$ cat config.mk
export PLATFORM = sky130hd
export DESIGN_NAME = crc_frame_rx
export DESIGN_NICKNAME = d
export VERILOG_FILES = /design/src/rtl/crc_pkg.sv /design/src/rtl/crc_serial_core.sv /design/src/rtl/crc_frame_rx.sv
export SDC_FILE = /design/constraint.sdc
export NUM_CORES = 1
export LEC_CHECK = 0
export ABC_AREA = 1
export BUFFER_PORTS_ARGS = -buffer_cell sky130_fd_sc_hd__buf_2
export CAP_MARGIN = 40
export CORE_MARGIN = 2
export CORE_UTILIZATION = 60
export DETAILED_ROUTE_END_ITERATION = 6
export GPL_TIMING_DRIVEN = 0
export PLACE_DENSITY = 0.83
export SLEW_MARGIN = 0
export SYNTH_ARGS = -nofsm -noshare
export SYNTH_HDL_FRONTEND = slang
export SYNTH_SLANG_ARGS = --single-unit
$ cat constraint.sdc
create_clock -name clk -period 2.3 [get_ports clk]
set_input_delay 0.23 -clock clk [delete_from_list [all_inputs] [get_ports clk]]
set_output_delay 0.23 -clock clk [all_outputs]
set_load 0.1 [all_outputs]
$ cat src/rtl/crc_pkg.sv
// Shared CRC definitions: receiver FSM state encoding and default generator/seed.
// Used by the serial CRC core and by frame-level generator/verifier blocks.
package crc_pkg;

    typedef enum logic [1:0] {
        S_IDLE = 2'd0,
        S_RECV = 2'd1,
        S_HOLD = 2'd2
    } state_t;

    // x^4 + x + 1 with the implicit MSB written out; seed of all zeros.
    localparam logic [4:0] POLY_DEF = 5'b10011;
    localparam logic [3:0] SEED_DEF = 4'b0000;

endpackage

$ cat src/rtl/crc_serial_core.sv
// Bit-serial MSB-first CRC register (Galois form) with synchronous clear to SEED.
// Holds its value whenever enable is low, so the residue can be read after the last bit.
module crc_serial_core #(
    parameter int                   CRC_WIDTH = 4,
    parameter logic [CRC_WIDTH:0]   POLY      = crc_pkg::POLY_DEF,
    parameter logic [CRC_WIDTH-1:0] SEED      = crc_pkg::SEED_DEF
) (
    input  logic                 clk,
    input  logic                 rst_n,
    input  logic                 clear,
    input  logic                 enable,
    input  logic                 bit_in,
    output logic [CRC_WIDTH-1:0] crc
);

    logic [CRC_WIDTH-1:0] r_crc;
    logic                 w_fb;
    logic [CRC_WIDTH-1:0] w_crc_next;

    assign w_fb       = bit_in ^ r_crc[CRC_WIDTH-1];
    assign w_crc_next = (r_crc << 1) ^ (w_fb ? POLY[CRC_WIDTH-1:0] : '0);

    // clear wins over enable so an aborting frame_start reseeds cleanly.
    always_ff @(posedge clk or negedge rst_n) begin
        if (!rst_n) begin
            r_crc <= SEED;
        end else if (clear) begin
            r_crc <= SEED;
        end else if (enable) begin
            r_crc <= w_crc_next;
        end
    end

    assign crc = r_crc;

endmodule

$ cat src/rtl/crc_frame_rx.sv
// Serial frame receiver: payload then CRC, MSB first; result held until out_ready.
// Optional error counter enabled by defining CRC_FRAME_RX_ERR_CNT_EN.
module crc_frame_rx
    import crc_pkg::*;
#(
    parameter int                   DATA_WIDTH = 12,
    parameter int                   CRC_WIDTH  = 4,
    parameter logic [CRC_WIDTH:0]   POLY       = POLY_DEF,
    parameter logic [CRC_WIDTH-1:0] SEED       = SEED_DEF
) (
    input  logic                  clk,
    input  logic                  rst_n,
    input  logic                  frame_start,
    input  logic                  bit_in,
    input  logic                  bit_valid,
    output logic [DATA_WIDTH-1:0] data_out,
    output logic                  crc_ok,
    output logic                  out_valid,
    input  logic                  out_ready,
    output logic                  busy,
    output logic                  rx_drop,
    output logic [1:0]            o_dbg_state
`ifdef CRC_FRAME_RX_ERR_CNT_EN
    ,
    output logic [7:0]            err_count
`endif
);

    localparam int FRAME_BITS = DATA_WIDTH + CRC_WIDTH;
    localparam int CNT_W      = $clog2(FRAME_BITS + 1);

    state_t                  r_state, w_state_next;
    logic [CNT_W-1:0]        r_cnt;
    logic [FRAME_BITS-1:0]   r_shift;
    logic                    r_drop;
    logic [CRC_WIDTH-1:0]    w_crc;
    logic                    w_init;
    logic                    w_accept;
    logic                    w_drop;

    crc_serial_core #(
        .CRC_WIDTH (CRC_WIDTH),
        .POLY      (POLY),
        .SEED      (SEED)
    ) u_core (
        .clk    (clk),
        .rst_n  (rst_n),
        .clear  (w_init),
        .enable (w_accept),
        .bit_in (bit_in),
        .crc    (w_crc)
    );

    always_ff @(posedge clk or negedge rst_n) begin
        if (!rst_n) r_state <= S_IDLE;
        else        r_state <= w_state_next;
    end

    // frame_start always outranks bit_valid; the counter guard keeps it from wrapping.
    always_comb begin
        w_state_next = r_state;
        w_init       = 1'b0;
        w_accept     = 1'b0;
        w_drop       = 1'b0;
        case (r_state)
            S_IDLE: begin
                if (frame_start) begin
                    w_init       = 1'b1;
                    w_state_next = S_RECV;
                end
            end
            S_RECV: begin
                if (frame_start) begin
                    w_init = 1'b1;
                    w_drop = 1'b1;
                end else if (bit_valid && r_cnt != '0) begin
                    w_accept = 1'b1;
                    if (r_cnt == CNT_W'(1)) w_state_next = S_HOLD;
                end
            end
            S_HOLD: begin
                w_drop = frame_start | bit_valid;
                if (out_ready) w_state_next = S_IDLE;
            end
            default: w_state_next = S_IDLE;
        endcase
    end

    always_ff @(posedge clk or negedge rst_n) begin
        if (!rst_n) begin
            r_cnt   <= '0;
            r_shift <= '0;
            r_drop  <= 1'b0;
        end else begin
            r_drop <= w_drop;
            if (w_init) begin
                r_cnt   <= CNT_W'(FRAME_BITS);
                r_shift <= '0;
            end else if (w_accept) begin
                r_cnt   <= r_cnt - CNT_W'(1);
                r_shift <= {r_shift[FRAME_BITS-2:0], bit_in};
            end
        end
    end

    // Shift register and CRC are frozen in S_HOLD, so outputs stay stable there.
    assign out_valid   = (r_state == S_HOLD);
    assign busy        = (r_state != S_IDLE);
    assign data_out    = r_shift[FRAME_BITS-1:CRC_WIDTH];
    assign crc_ok      = out_valid && (w_crc == '0);
    assign rx_drop     = r_drop;
    assign o_dbg_state = r_state;

`ifdef CRC_FRAME_RX_ERR_CNT_EN
    logic       r_was_hold;
    logic [7:0] r_err_count;

    // Counts a bad frame on the first cycle of S_HOLD, when the residue is final.
    always_ff @(posedge clk or negedge rst_n) begin
        if (!rst_n) begin
            r_was_hold  <= 1'b0;
            r_err_count <= '0;
        end else begin
            r_was_hold <= out_valid;
            if (out_valid && !r_was_hold && !crc_ok && r_err_count != 8'hFF)
                r_err_count <= r_err_count + 8'd1;
        end
    end

    assign err_count = r_err_count;
`endif

endmodule

==> run_results.csv, run 1 <==
group,metric,value,unit
clock_tree,clock_network_latency_to_the_later_pin_of_the_worst_skew_pair,340,ps
power,p_leak,1.08,nW
critical_path,maximum_fanout_along_the_worst_path,5,
drt,avgRoutedWirePerCell,11.8,um
critical_path,crit_path_category,"reg2out",
sta,rsz0062_at_grt,"false",
drt,avgViaCountPerCell,5.04,
sta,report.final.hold_viol_count,0,
power,cell_internal_pwr,1.12,mW
yosys,seq_area_frac_synth,42.9,%
clock_tree,max-clock-path-buffers,2,
placed_design,dp_cells,241,
sta,period_share,90.6,%
yosys,synth_fp_nets,200,
sta,final_max_slew_viol_count,0,
drt,met3_length,98,um
power,switching_power,1.32,mW
drt,top_layer_used,"met4",
drt,wl_met2,1.55,mm
floorplan,chipHeight,56.2,um
floorplan,std_cell_rows,18,
drt,drt-total-wl,2.91,mm
sta,tns,0,ps
global_route,grt_antenna_before_repair,0,
clock_tree,cts-buffers-inserted,3,
yosys,ys_seq_elements,28,
clock_tree,cts_tree,"built",
critical_path,worstSetupStartpointType,"flip-flop",
critical_path,worstPathArrival,1850,ps
floorplan,start_util,64.7,%
critical_path,worstSetupEndpointType,"primary output",
finish,n_antenna_cell,0,
floorplan,design.core.area,2520,um^2
finish,fraction_of_layout_instances_using_a_drive_strength_above_1,36.6,%
finish,flow.area_growth_from_synthesis,14.1,%
drt,postRouteAntennaNets,0,
yosys,syn-cell-area,1630,um^2
power,irDropWorstVdd,1180,uV
yosys,synth_top_cell_area_share,42.9,%
floorplan,fp.dieArea,3150,um^2
power,share_clk_of_total_power,9.9,%
global_route,grt_pass1_wl,5.13,mm
placed_design,gp_congestion,0.817,
drt,dr.first_iter.drc_count,21,
finish,layout.nets,229,
power,power-per-cell-area,1310,nW/um^2
global_route,number_of_global_route_vias_before_repair,1235,
placed_design,dp.final_hpwl,2.29,mm
sta,fin_worst_skew,18.0,ps
status,outcome,"completed",
clock_tree,clock-sinks,28,
yosys,synth_largest_area_cell,"sky130_fd_sc_hd__dfrtp_1",
power,swShare,54.0,%
yosys,synth.lib_cells_used.distinct,22,
clock_tree,cts-root-buf,"sky130_fd_sc_hd__clkbuf_4",
sta,highest_attainable_clock_frequency,480,MHz
global_route,globalRouteOverflowTotal,0,
clock_tree,cts_setup_buffers,0,
run,max_cap_violations,0,
yosys,netlist_top_cells_area,"sky130_fd_sc_hd__dfrtp_1 43%, sky130_fd_sc_hd__nand2_1 8.5%, sky130_fd_sc_hd__nand2_4 7.6%",
finish,post_layout_nonfiller_instances,246,
sta,max_slew_margin,59.3,%
sta,timing.final.crit_period,2080,ps
yosys,average_cell_area_after_synthesis,8.69,um^2
critical_path,worst-endpoint-required,2070,ps
clock_tree,clkTransAtPathRegs,160,ps
sta,slew_worst_pin,611,ps
min_path,worst_hold_check_path_type,"in2reg",
finish,finalCoreUtilization,73.9,%
yosys,ys_warn_count,0,
global_route,globalRouteTotalUtil,20.5,%
sta,final-setup-viol-count,0,
placed_design,place.port_buffers,23,
floorplan,boundaryPins,24,
drt,drc,0,
global_route,grt_max_degree,29,
yosys,synthesis.instances,188,
drt,detailroute.via_count,1241,
drt,m1WireLength,1.19,mm
clock_tree,cts-htree-levels,1,
power,p_comb_share,60.7,%
drt,drt-pass1-iter-count,4,
floorplan,die_x,56.2,um
power,power.share.sequential,29.4,%
[Yosys cell counts, drive strengths merged]
| master | count |
|---|---|
| o21ai | 22 |
| a21oi | 3 |
| buf | 16 |
| ha | 6 |
| inv | 27 |
| nand3 | 6 |
| nand4 | 3 |
| dfrtp | 28 |
| nor3 | 1 |
| or2 | 1 |
| nor2 | 14 |
| nand2 | 61 |
[repair_timing]
item / CTS / global route
hold endpoints to repair: 28 / 0
resized for setup: 0 / 0
hold buffers: 1 / 0
endpoints found under the setup margin: 0 / 0
[final timing paths]
kind                                                 start                         end  slack [ps]  cells after the start
worst min register to register   u_core.crc[1]$_DFFE_PN0P_   u_core.crc[1]$_DFFE_PN0P_         510                      2
max in group asynchronous                            rst_n  o_dbg_state[0]$_DFFE_PN0P_        1440                      2
worst max-delay path            o_dbg_state[0]$_DFFE_PN0P_                      crc_ok         220                      5
worst min-delay path                           frame_start           rx_drop$_DFF_PN0_         230                      3
min in group asynchronous                            rst_n   u_core.crc[1]$_DFFE_PN0P_         420                      2
worst max register to register  o_dbg_state[1]$_DFFE_PN0P_     r_shift[11]$_DFFE_PN0P_         560                      7
[layout by cell type (no fill, tap or decap), drive strengths merged]
| cell type | instances |
|---|---|
| clkbuf | 4 |
| nor2 | 14 |
| nand4 | 3 |
| dfrtp | 28 |
| a21oi | 3 |
| dlygate4sd3 | 1 |
| ha | 6 |
| inv | 27 |
| nand2 | 61 |
| buf | 39 |
| or2 | 1 |
| o21ai | 22 |
| nand3 | 6 |
| nor3 | 1 |
[critical path, stage by stage (launching register included)]
cell and delay [ps]:
sky130_fd_sc_hd__dfrtp_4 530, sky130_fd_sc_hd__inv_2 90, sky130_fd_sc_hd__ha_4 140, sky130_fd_sc_hd__nand3_1 120, sky130_fd_sc_hd__nor3_4 170, sky130_fd_sc_hd__buf_2 440
[cells by family after synthesis]
group	after synthesis	synth area share, %
and+or+nand+nor	86	30.5
buffers and inverters	43	14.3
DFF	28	42.9
AOI/OAI and AO/OA	25	7.66
adders and majority gates	6	4.60
[metrics by stage]
stage	hold WS [ps]	setup slack [ps]	power [mW]	area, um^2
2_1_floorplan	-65.6	1.21	1.98	1660
3_3_place_gp	266	629	2.15	1820
3_5_place_dp	279	589	2.22	1820
4_1_cts	221	196	2.47	1860
5_1_grt	246	124	2.61	1860
6_report	226	216	2.45	1860
[flip-flops by register name, summed over array words and instances (netlist names)]
| register | flops |
|---|---|
| r_cnt | 5 |
| u_core.crc | 4 |
| rx_drop | 1 |
| r_shift | 16 |
| o_dbg_state | 2 |
[cell type report]
type                    count  area [um^2]
plain buffers              16          128
well taps                  30         37.5
clock buffers               4         36.3
flip-flops and latches     28          708
fillers                   193          659
repair buffers             24          125
multi-input cells         117          722
inverters                  27          106
[power by group through the flow]
stage	combinational (mW)	sequential [mW]	clock, mW
final	1.48	0.718	0.243
after global routing	1.62	0.733	0.267
after CTS	1.50	0.718	0.249
after detailed placement	1.49	0.731	0
after global placement	1.43	0.721	0
after floorplan	1.11	0.869	0
[layer usage]
metal,global-route usage [%],vias to the layer above
li1,-,626
met1,22.9,585
met2,37.6,23
met3,3.02,7
met4,9.86,0
met5,0,-
(Power assumes the default switching activity.)
==> run 2, diff against run 1 <==
--- a/config.mk
+++ b/config.mk
@@ -8,11 +8,14 @@
 export ABC_AREA = 1
 export BUFFER_PORTS_ARGS = -buffer_cell sky130_fd_sc_hd__buf_2
 export CAP_MARGIN = 40
+export CELL_PAD_IN_SITES_DETAIL_PLACEMENT = 0
+export CELL_PAD_IN_SITES_GLOBAL_PLACEMENT = 1
 export CORE_MARGIN = 2
-export CORE_UTILIZATION = 60
+export CORE_UTILIZATION = 45
+export CTS_CLUSTER_SIZE = 14
 export DETAILED_ROUTE_END_ITERATION = 6
 export GPL_TIMING_DRIVEN = 0
-export PLACE_DENSITY = 0.83
+export PLACE_DENSITY_LB_ADDON = 0.1
 export SLEW_MARGIN = 0
 export SYNTH_ARGS = -nofsm -noshare
 export SYNTH_HDL_FRONTEND = slang
==> run_results.csv, run 2 (synthesis gave the netlist of run 1 again) <==
group,metric,value,unit
clock_tree,clkTransAtPathRegs,150,ps
finish,layout.filler_cells,346,
clock_tree,cts-htree-levels,1,
placed_design,dp.final_hpwl,2.12,mm
finish,leading_cell_type_in_the_layout_fill_and_taps_excluded,"sky130_fd_sc_hd__nand2_1",
sta,timing.final.crit_period,2080,ps
clock_tree,clock-sinks,28,
sta,report.final.hold_viol_count,0,
clock_tree,max-clock-path-buffers,2,
min_path,min_to,"rx_drop$_DFF_PN0_",
finish,fraction_of_layout_instances_using_a_drive_strength_above_1,36.6,%
floorplan,boundaryPins,24,
finish,largest_register_ff_count,16,
sta,tns,0,ps
global_route,globalRouteTotalUtil,15.1,%
clock_tree,cts-buffers-inserted,3,
global_route,number_of_global_route_vias_before_repair,1129,
critical_path,worst-r2r-setup-slack,590,ps
finish,flow.area_growth_from_synthesis,16.3,%
critical_path,worst-endpoint-required,2070,ps
clock_tree,cts_resized,0,
sta,fin_worst_skew,7.41,ps
floorplan,die_x,64.2,um
drt,drc,0,
drt,postRouteAntennaNets,0,
sta,final_max_slew_viol_count,0,
placed_design,place.port_buffers,23,
finish,register_with_the_highest_flop_count,"r_shift",
critical_path,worstPathArrival,1850,ps
floorplan,chipHeight,64.2,um
finish,finalCoreUtilization,55.6,%
sta,min_setup_slack_post_route,219,ps
drt,drt-pass1-iter-count,4,
clock_tree,clock_network_latency_to_the_later_pin_of_the_worst_skew_pair,330,ps
drt,drt-total-wl,2.79,mm
critical_path,worstSetupStartpointType,"flip-flop",
drt,detailroute.via_count,1204,
run,max_cap_violations,0,
clock_tree,cts-root-buf,"sky130_fd_sc_hd__clkbuf_4",
critical_path,worst_flop_to_flop_path_endpoint,"r_shift[9]$_DFFE_PN0P_",
drt,avgRoutedWirePerCell,10.6,um
sta,slew_worst_pin,636,ps
floorplan,start_util,47.8,%
sta,final-setup-viol-count,0,
drt,dr.first_iter.drc_count,64,
sta,max_slew_margin,57.6,%
global_route,grt_antenna_before_repair,0,
finish,layout.cells.most_common_list,"37 x sky130_fd_sc_hd__nand2_1, 26 x sky130_fd_sc_hd__dfrtp_1, 25 x sky130_fd_sc_hd__buf_2, 24 x sky130_fd_sc_hd__inv_1, 22 x sky130_fd_sc_hd__o21ai_0",
power,irDropWorstVdd,512,uV
global_route,grt_max_degree,29,
finish,layout.nets,229,
critical_path,rr_worst_depth,7,
floorplan,std_cell_rows,21,
min_path,min_delay_src,"frame_start",
critical_path,crit_path_category,"reg2out",
critical_path,critical_path.reg2reg.startpoint,"o_dbg_state[1]$_DFFE_PN0P_",
min_path,cell_depth_of_the_worst_hold_path,3,
floorplan,fp.dieArea,4130,um^2
drt,avgViaCountPerCell,4.60,
sta,highest_attainable_clock_frequency,480,MHz
sta,period_share,90.5,%
global_route,globalRouteOverflowTotal,0,
critical_path,worstSetupEndpointType,"primary output",
finish,n_antenna_cell,0,
sta,rsz0062_at_grt,"false",
floorplan,design.core.area,3420,um^2
placed_design,gp_congestion,0.790,
critical_path,maximum_fanout_along_the_worst_path,5,
power,p_leak,1.09,nW
placed_design,pre_cts_slack,588,ps
min_path,worst_hold_check_path_type,"in2reg",
clock_tree,cts_tree,"built",
global_route,grt_pass1_wl,4.93,mm
status,outcome,"completed",
power,power-per-cell-area,1320,nW/um^2
run 2: cell count changes in the layout (fill, tap and decap cells not counted):
cell                        change
sky130_fd_sc_hd__bufinv_16      +1
sky130_fd_sc_hd__clkbuf_8       -1
run 2: per-layer routing:
layer  wire [um]  vias up  track usage, %
met3          77        2            2.29
met4          15        0            5.59
met1        1260      565            18.9
li1            -      624               -
met5           0        -               0
met2        1430       13            26.3
run 2: critical path, cell delays in order (launching register included):
cell	delay, ps
sky130_fd_sc_hd__dfrtp_4	530
sky130_fd_sc_hd__inv_2	90
sky130_fd_sc_hd__ha_4	140
sky130_fd_sc_hd__nand3_1	130
sky130_fd_sc_hd__nor3_4	180
sky130_fd_sc_hd__buf_2	440
run 2: worst max path at each step:
stage / slack [ps] / endpoint / cells after the start / from
floorplan: 1 / crc_ok / 4 / o_dbg_state[0]$_DFFE_PN0P_
global placement: 600 / crc_ok / 5 / o_dbg_state[0]$_DFFE_PN0P_
detailed placement: 590 / crc_ok / 5 / o_dbg_state[0]$_DFFE_PN0P_
CTS: 180 / crc_ok / 5 / o_dbg_state[0]$_DFFE_PN0P_
global route: 130 / crc_ok / 5 / o_dbg_state[0]$_DFFE_PN0P_
finish: 220 / crc_ok / 5 / o_dbg_state[0]$_DFFE_PN0P_
run 2: what timing repair did:
action	in CTS	in global routing
endpoints found under the hold margin	28	0
hold buffers	1	0
buffers inserted	0	0
run 2: metrics by stage:
| step | instances | hold WS, ps | total power, mW | cell area [um^2] |
|---|---|---|---|---|
| 4_1_cts | 262 | 211 | 2.54 | 1900 |
| 3_5_place_dp | 257 | 298 | 2.20 | 1840 |
| 3_3_place_gp | 257 | 277 | 2.17 | 1840 |
| 5_1_grt | 262 | 217 | 2.71 | 1900 |
| 2_1_floorplan | 188 | -65.6 | 1.98 | 1660 |
| 6_report | 262 | 237 | 2.50 | 1900 |
run 2: report_power, final:
part / total [mW] / leakage [nW] / internal (mW) / switching [mW]
logic: 1.46 / 0.694 / 0.395 / 1.07
registers: 0.715 / 0.368 / 0.630 / 0.0843
clock network: 0.327 / 0.0279 / 0.176 / 0.151
total: 2.50 / 1.09 / 1.20 / 1.30
run 2: layout make-up:
cell class,count,area [um^2],area share [%]
Buffer,16,128,6.72
Clock buffer,3,22.5,1.19
Sequential cell,28,708,37.3
Multi-Input combinational cell,117,722,38.0
Tap cell,46,57.6,3.03
Clock inverter,1,30.0,1.58
Inverter,27,106,5.60
Timing Repair Buffer,24,125,6.59
==> run 3, diff against run 2 <==
--- a/config.mk
+++ b/config.mk
@@ -16,6 +16,7 @@
 export DETAILED_ROUTE_END_ITERATION = 6
 export GPL_TIMING_DRIVEN = 0
 export PLACE_DENSITY_LB_ADDON = 0.1
+export RECOVER_POWER = 100
 export SLEW_MARGIN = 0
 export SYNTH_ARGS = -nofsm -noshare
 export SYNTH_HDL_FRONTEND = slang
==> run_results.csv, run 3 (synthesis gave the netlist of run 1 again) <==
group,metric,value,unit
floorplan,die_x,64.2,um
power,irDropWorstVdd,534,uV
global_route,grt_max_degree,29,
critical_path,worstSetupStartpointType,"flip-flop",
finish,final_design_area_no_fill,1780,um^2
global_route,globalRouteTotalUtil,15.1,%
floorplan,start_util,47.8,%
status,failed_checks,"max-capacitance violations, max-slew violations",
clock_tree,clock_network_latency_to_the_later_pin_of_the_worst_skew_pair,330,ps
finish,largest_register_ff_count,16,
critical_path,worstPathCellList,"inv_2 > ha_4 > nand3_1 > nor3_4 > clkbuf_2",
clock_tree,cts-root-buf,"sky130_fd_sc_hd__clkbuf_4",
sta,highest_attainable_clock_frequency,472,MHz
clock_tree,clkTransAtPathRegs,150,ps
sta,tns,0,ps
clock_tree,cts-buffers-inserted,3,
placed_design,place.port_buffers,23,
drt,avgViaCountPerCell,4.62,
critical_path,maximum_fanout_along_the_worst_path,5,
clock_tree,clock-sinks,28,
drt,drc,0,
global_route,grt_antenna_before_repair,0,
min_path,worst_hold_check_path_type,"in2reg",
critical_path,rr_worst_depth,8,
clock_tree,cts-htree-levels,1,
finish,layout.nets,229,
sta,fin_worst_skew,8.75,ps
sta,max_slew_margin,-1.97,%
clock_tree,max-clock-path-buffers,2,
critical_path,worst-path-stages,5,
finish,fraction_of_layout_instances_using_a_drive_strength_above_1,23.1,%
run,max_cap_violations,1,
drt,drt-pass1-iter-count,4,
sta,period_share,92.2,%
global_route,number_of_global_route_vias_before_repair,1129,
critical_path,worstPathArrival,1890,ps
floorplan,fp.dieArea,4130,um^2
finish,post_layout_nonfiller_instances,262,
power,finalPower,2.38,mW
global_route,globalRouteOverflowTotal,0,
sta,final_max_slew_viol_count,29,
critical_path,crit_path_category,"reg2out",
critical_path,cell_family_contributing_the_most_delay_on_the_critical_path,"buffers and inverters",
drt,avgRoutedWirePerCell,10.8,um
placed_design,dp.final_hpwl,2.12,mm
drt,dr.first_iter.drc_count,57,
floorplan,std_cell_rows,21,
finish,leading_cell_type_in_the_layout_fill_and_taps_excluded,"sky130_fd_sc_hd__nand2_1",
finish,layout.cells.most_common_list,"47 x sky130_fd_sc_hd__nand2_1, 26 x sky130_fd_sc_hd__dfrtp_1, 24 x sky130_fd_sc_hd__inv_1, 22 x sky130_fd_sc_hd__o21ai_0, 17 x sky130_fd_sc_hd__clkbuf_1",
critical_path,worstSetupEndpointType,"primary output",
sta,slew_worst_pin,1530,ps
critical_path,worst-endpoint-required,2070,ps
status,outcome,"complete, but fails checks",
global_route,grt_pass1_wl,4.93,mm
sta,report.final.hold_viol_count,0,
power,p_leak,0.954,nW
finish,flow.area_growth_from_synthesis,9.12,%
placed_design,dp_cells,257,
floorplan,design.core.area,3420,um^2
finish,register_with_the_highest_flop_count,"r_shift",
sta,rsz0062_at_grt,"false",
clock_tree,cts_resized,0,
critical_path,timing.critical_path.slowest_cell_delay,530,ps
sta,final.hold.worst_slack,224,ps
floorplan,chipHeight,64.2,um
min_path,cell_depth_of_the_worst_hold_path,3,
finish,n_antenna_cell,0,
critical_path,slowest_stage,"sky130_fd_sc_hd__dfrtp_4",
critical_path,path_buf_inv,2,
drt,detailroute.via_count,1210,
sta,timing.final.crit_period,2120,ps
drt,drt-total-wl,2.83,mm
sta,final-setup-viol-count,0,
clock_tree,cts_tree,"built",
placed_design,placement.cell_area,1840,um^2
floorplan,boundaryPins,24,
drt,postRouteAntennaNets,0,
power,power-per-cell-area,1330,nW/um^2
placed_design,gp_congestion,0.790,
[run 3: what timing repair did]
| item | in CTS | in global routing |
|---|---|---|
| endpoints found under the hold margin | 28 | 0 |
| buffers inserted | 0 | 0 |
| hold buffers | 1 | 0 |
[run 3: final timing paths]
path / start / to / slack, ps
min: bit_valid / rx_drop$_DFF_PN0_ / 220
max reg2reg: o_dbg_state[1]$_DFFE_PN0P_ / r_shift[12]$_DFFE_PN0P_ / 300
min reg2reg: u_core.crc[1]$_DFFE_PN0P_ / u_core.crc[1]$_DFFE_PN0P_ / 500
max in group asynchronous: rst_n / o_dbg_state[0]$_DFFE_PN0P_ / 440
max: o_dbg_state[0]$_DFFE_PN0P_ / crc_ok / 180
min in group asynchronous: rst_n / r_shift[7]$_DFFE_PN0P_ / 780
[run 3: per-layer routing]
metal | track usage, % | share of wire [%] | up-vias
li1 | - | - | 626
met1 | 18.9 | 46 | 569
met2 | 26.3 | 50 | 13
met3 | 2.29 | 3.0 | 2
met4 | 5.59 | 0.53 | 0
met5 | 0 | 0 | -
[run 3: worst min-delay path, cell delays in order]
cell	delay [ps]
sky130_fd_sc_hd__buf_2	100
sky130_fd_sc_hd__o21ai_0	70
sky130_fd_sc_hd__a21oi_1	110
[run 3: layout make-up]
type | instances | area, um^2
plain buffers | 16 | 114
fillers | 359 | 1630
repair buffers | 24 | 105
multi-input cells | 117 | 639
flip-flops and latches | 28 | 708
inverters | 27 | 105
well taps | 46 | 57.6
clock inverters | 1 | 30.0
clock buffers | 3 | 22.5
[run 3: through the flow]
step	util (%)	setup WS, ps
floorplan	-	1.21
global placement	53.8	603
detailed placement	53.8	588
CTS	55.6	179
global route	52.2	86.1
finish	52.2	179
[run 3: power by group]
part | leakage (nW) | internal [mW] | switching [mW]
logic | 0.558 | 0.328 | 1.01
registers | 0.368 | 0.630 | 0.0848
clock network | 0.0279 | 0.176 | 0.150
total | 0.954 | 1.14 | 1.24
